--- src/rtl/mips_pkg.sv ---
// Shared definitions for the MIPS core: fetch FSM states, main opcodes and default reset PC.
package mips_pkg;

    typedef enum logic [1:0] {
        IDLE = 2'd0,
        REQ  = 2'd1,
        FULL = 2'd2
    } fetch_state_t;

    localparam logic [5:0] OP_RTYPE = 6'b000000;
    localparam logic [5:0] OP_LW    = 6'b100011;
    localparam logic [5:0] OP_SW    = 6'b101011;
    localparam logic [5:0] OP_BEQ   = 6'b000100;

    localparam logic [31:0] DEFAULT_RESET_PC = 32'h0000_0000;

    function automatic logic [31:0] word_align(input logic [31:0] addr);
        return addr & 32'hFFFF_FFFC;
    endfunction

endpackage

--- src/rtl/instr_fetch_if_id_reg.sv ---
// IF/ID pipeline register: captures a fetched word on load, clears the valid bit on flush.
module if_id_reg
    import mips_pkg::*;
(
    input  logic        clk,
    input  logic        resetN,
    input  logic        load,
    input  logic        flush,
    input  logic [31:0] instr_in,
    input  logic [31:0] pc_plus4_in,
    output logic        if_valid,
    output logic [31:0] if_instr,
    output logic [31:0] if_pc_plus4
);

    logic        valid_d, valid_q;
    logic [31:0] instr_d, instr_q;
    logic [31:0] pc_plus4_d, pc_plus4_q;

    // Flush only kills the valid bit; stale data is harmless behind valid=0.
    always_comb begin
        valid_d    = valid_q;
        instr_d    = instr_q;
        pc_plus4_d = pc_plus4_q;
        if (flush) begin
            valid_d = 1'b0;
        end else if (load) begin
            valid_d    = 1'b1;
            instr_d    = instr_in;
            pc_plus4_d = pc_plus4_in;
        end
    end

    always_ff @(posedge clk) begin
        if (!resetN) begin
            valid_q    <= 1'b0;
            instr_q    <= 32'h0;
            pc_plus4_q <= 32'h0;
        end else begin
            valid_q    <= valid_d;
            instr_q    <= instr_d;
            pc_plus4_q <= pc_plus4_d;
        end
    end

    assign if_valid    = valid_q;
    assign if_instr    = instr_q;
    assign if_pc_plus4 = pc_plus4_q;

endmodule

--- src/rtl/instr_fetch.sv ---
// Instruction fetch stage: PC, single-outstanding imem req/ack handshake and branch redirect.
//   state | meaning
//   IDLE  | post-reset settle, no request (one cycle after reset release)
//   REQ   | request to imem at pc outstanding; drop_q marks a redirected, stale request
//   FULL  | IF/ID holds a live instruction, waiting for decode to accept it
module instr_fetch
    import mips_pkg::*;
#(
    parameter logic [31:0] RESET_PC = DEFAULT_RESET_PC
) (
    input  logic        clk,
    input  logic        resetN,
    output logic        imem_req,
    output logic [31:0] imem_addr,
    input  logic        imem_ack,
    input  logic [31:0] imem_rdata,
    input  logic        redirect,
    input  logic [31:0] redirect_pc,
    input  logic        id_ready,
    output logic        if_valid,
    output logic [31:0] if_instr,
    output logic [5:0]  if_opcode,
    output logic [31:0] if_pc_plus4
);

    fetch_state_t state_d, state_q;
    logic [31:0]  pc_d, pc_q;
    logic [31:0]  redir_pc_d, redir_pc_q;
    logic         drop_d, drop_q;
    logic         warm_d, warm_q;
    logic         imem_req_d, imem_req_q;
    logic         ifid_load, ifid_flush;

    always_comb begin
        state_d    = state_q;
        pc_d       = pc_q;
        redir_pc_d = redir_pc_q;
        drop_d     = drop_q;
        warm_d     = warm_q;
        ifid_load  = 1'b0;
        ifid_flush = redirect;
        unique case (state_q)
            IDLE: begin
                if (redirect) begin
                    pc_d    = word_align(redirect_pc);
                    state_d = REQ;
                end else if (warm_q) begin
                    state_d = REQ;
                end else begin
                    warm_d = 1'b1;
                end
            end
            REQ: begin
                if (redirect) begin
                    // Without an ack the address must stay put, so park the target.
                    if (imem_ack) begin
                        pc_d   = word_align(redirect_pc);
                        drop_d = 1'b0;
                    end else begin
                        drop_d     = 1'b1;
                        redir_pc_d = word_align(redirect_pc);
                    end
                end else if (imem_ack) begin
                    if (drop_q) begin
                        drop_d = 1'b0;
                        pc_d   = redir_pc_q;
                    end else begin
                        ifid_load = 1'b1;
                        pc_d      = pc_q + 32'd4;
                        state_d   = FULL;
                    end
                end
            end
            FULL: begin
                if (redirect) begin
                    pc_d    = word_align(redirect_pc);
                    state_d = REQ;
                end else if (id_ready) begin
                    ifid_flush = 1'b1;
                    state_d    = REQ;
                end
            end
            default: state_d = IDLE;
        endcase
        imem_req_d = (state_d == REQ);
    end

    always_ff @(posedge clk) begin
        if (!resetN) begin
            state_q    <= IDLE;
            pc_q       <= RESET_PC;
            redir_pc_q <= 32'h0;
            drop_q     <= 1'b0;
            warm_q     <= 1'b0;
            imem_req_q <= 1'b0;
        end else begin
            state_q    <= state_d;
            pc_q       <= pc_d;
            redir_pc_q <= redir_pc_d;
            drop_q     <= drop_d;
            warm_q     <= warm_d;
            imem_req_q <= imem_req_d;
        end
    end

    if_id_reg u_if_id_reg (
        .clk         (clk),
        .resetN      (resetN),
        .load        (ifid_load),
        .flush       (ifid_flush),
        .instr_in    (imem_rdata),
        .pc_plus4_in (pc_q + 32'd4),
        .if_valid    (if_valid),
        .if_instr    (if_instr),
        .if_pc_plus4 (if_pc_plus4)
    );

    assign imem_req  = imem_req_q;
    assign imem_addr = pc_q;
    assign if_opcode = if_instr[31:26];

endmodule

--- config.mk ---
export PLATFORM = sky130hd
export DESIGN_NAME = instr_fetch
export DESIGN_NICKNAME = d
export VERILOG_FILES = /design/src/rtl/mips_pkg.sv /design/src/rtl/instr_fetch_if_id_reg.sv /design/src/rtl/instr_fetch.sv
export SDC_FILE = /design/constraint.sdc
export NUM_CORES = 1
export LEC_CHECK = 0
export ABC_AREA = 0
export CAP_MARGIN = 40
export CORE_AREA = 2 2 114 116
export DETAILED_ROUTE_END_ITERATION = 16
export DIE_AREA = 0 0 116 118
export GPL_ROUTABILITY_DRIVEN = 0
export PLACE_DENSITY_LB_ADDON = 0.25
export SLEW_MARGIN = 20
export SYNTH_ARGS = -nofsm -noshare
export SYNTH_HDL_FRONTEND = slang
export SYNTH_HIERARCHICAL = 1
export SYNTH_SLANG_ARGS = --single-unit
--- constraint.sdc ---
create_clock -name clk -period 5.95 [get_ports clk]
set_clock_uncertainty 0.2 [all_clocks]
set_input_delay 1.4875 -clock clk [delete_from_list [all_inputs] [get_ports clk]]
set_output_delay 1.4875 -clock clk [all_outputs]
set_load 0.05 [all_outputs]
==> metrics.txt <==
status completed; Routed Antenna Nets 0; Critical Path Max Stage Delay 0.66 ns; sequential element share of the synthesized area 40.5%; worst reg2reg path depth 8; core area 12400 sq um; fmax 254 MHz; final wirelength 16800 microns; clk_lat worst skew 0.41 ns; drt wl/cell 15.2 microns; Seq pwr share 41.6%; P_leak 3.02 nW; Yosys Warn Count 6; CTS Buf Count 17; FF+latch area 2600 sq um; cells after synthesis 786; multi-input logic area 3390 sq um; Max Slew Vio Count 0; synthesized area per cell 8.18 sq um; Hold Slack 0.248 ns; CTS H-Tree Depth 4; flops & latches, synth 130; WP data required 6.09 ns; Filler cells 1035; Clock Sinks 130; Initial Util 51.8%; part of the power in the clock network 42.3%; share of cells above drive strength 1 6.11%; fin nets 992; die area 13700 sq um; most frequent cells in the layout nand2_1 (223), clkdlybuf4s50_1 (167), dfxtp_1 (130), mux2i_1 (67), a21oi_1 (66); Crit Path Class primary input to register; placement row count 41; NetSw 0.000623 W; Die Width 116 microns; DR pass1 iterations 5; GRT overflow 0; die height 118 microns; Max-Cap Viols 0; initial DRC count 461; Synth cell types 63; Min Clock Period, post-route 3.94 ns; HPWL Detailed 11600 microns; io pins 173; hold path cells 2; grt met1 use 33.8%; I/O Buffers 168; Gates resized, CTS repair 0; total power 0.00228 W; Max clock buf depth 2; Post-CTS Setup Inserts 0; worst hold path type register to register; Final setup viols 0; critical path cell sequence clkdlybuf4s50_1 -> nand3b_1 -> nor3_1 -> buf_4 -> nand2_1 -> inv_1 -> nor2b_4 -> buf_12 -> mux2i_1; Root Buffer clkbuf_16; CTS clock-pin slew for the worst setup and hold paths 0.05 ns; Critical Path End Type register; worst-case vdd ir drop 0.175 mV; Comb pwr share 16.1%; Cell Area, Synth 6430 sq um; Avg Vias per Cell 5.35; most common cell after layout, fill and taps aside nand2_1; antenna cells 0; internal power 0.00166 W; largest net degree at the start of global routing 84; total global-route track usage 24.2%; Rel. slew slack 44.2%; Net Sw Frac 27.3%; Post-synth EDFFs 0; Final Hold Vio Count 0; CTS Hold Bufs 0; Area growth, synth to finish 33.2%; Least-Margin Pin Slew 0.837 ns; startpoint class of the critical path primary input; GR Util met3 5.20%; prevailing post-synth register cell dfxtp_1; setup TNS after final layout 0 ns; share of flip-flops with an asynchronous set or reset 0%; grt peak-use layer met2; initial antenna violation count 0; CTS tree yes; Power Density 266 nW/um^2; vias in the first global route 5107; CP max-delay cell nor2b_4; worst path arrival time 4.08 ns; Final period util 66.3%; M2 GR Usage 36.8%; RSZ-0062 raised after global routing no; Max FO, Critical Path 27; first-pass GRT wire length 26300 microns; Residual DRC 0; via count 5912
[area by class of cell]
class                           count  area share [%]
Tap cell                          172            2.51
Multi-Input combinational cell    586            39.5
Sequential cell                   130            30.4
Clock inverter                      5           0.614
Timing Repair Buffer              178            20.8
Inverter                            9           0.394
Clock buffer                       25            5.79
[power groups by stage]
stage	combinational [W]	sequential [W]	clock, W
finish	0.000367	0.000949	0.000964
global route	0.000392	0.000954	0.00101
CTS	0.000365	0.000948	0.000977
detailed placement	0.000363	0.000966	0
global placement	0.000362	0.000965	0
floorplan	0.000163	0.00103	0
[synthesized netlist by cell type (all sizes together), types with 6 or more instances]
master,n,area (sq um)
nand2,224,843
dfxtp,130,2600
mux2i,67,671
a21oi,66,330
buf,39,329
nor2,28,105
nand3,26,140
clkbuf,25,93.8
o21ai,25,125
xnor2,22,193
nand4,15,106
and3,10,62.6
nor3,9,50.1
o211ai,9,67.6
inv,8,30.0
nand2b,7,43.8
nor4,7,88.8
a31oi,6,37.5
xor2,6,52.6
[routing by layer]
layer,share of wire (%),up-vias
li1,-,2960
met3,9.4,19
met5,0,-
met4,1.5,0
met1,45,2658
met2,44,275
[flip-flops by register name (all words and copies together), names as in the netlist]
name,flops
u_if_id_reg/if_valid,1
warm_q,1
redir_pc_q,30
u_if_id_reg/if_instr,32
state_q,2
drop_q,1
u_if_id_reg/if_pc_plus4,32
imem_req,1
imem_addr,30
[per-stage QoR]
step | worst slack, ns | utilization, % | instances | instance area [sq um]
after CTS | 2.02 | 69.0 | 1105 | 8560
final | 2.01 | 69.0 | 1105 | 8560
after floorplan | 2.73 | - | 789 | 6440
after global placement | 1.65 | 64.6 | 1075 | 8020
after detailed placement | 1.60 | 64.6 | 1075 | 8020
after global routing | 1.82 | 69.0 | 1105 | 8560
[worst paths after layout]
kind / endpoint / start / slack [ns]
worst max-delay path: u_if_id_reg/if_instr[5] / imem_ack / 2.01
worst min-delay path: redir_pc_q[5] / redir_pc_q[5] / 0.25
worst max register to register: u_if_id_reg/if_instr[5] / state_q[0] / 3.12
worst min register to register: redir_pc_q[5] / redir_pc_q[5] / 0.25
[critical path: cells and delay by family]
family	cells	cell delay [ns]
AND/OR/NAND/NOR	4	1.19
buffers and inverters	4	1.17
multiplexers	1	0.21
[cell families after synthesis]
kind of cell	synth area share, %
fa+ha+maj	0.195
buf+inv	7.10
simple gates	24.6
xor+xnor	3.81
mux	10.4
other cells	0.0583
flops	40.5
compound gates	13.3
No activity file was read; power rests on OpenSTA's default activity.
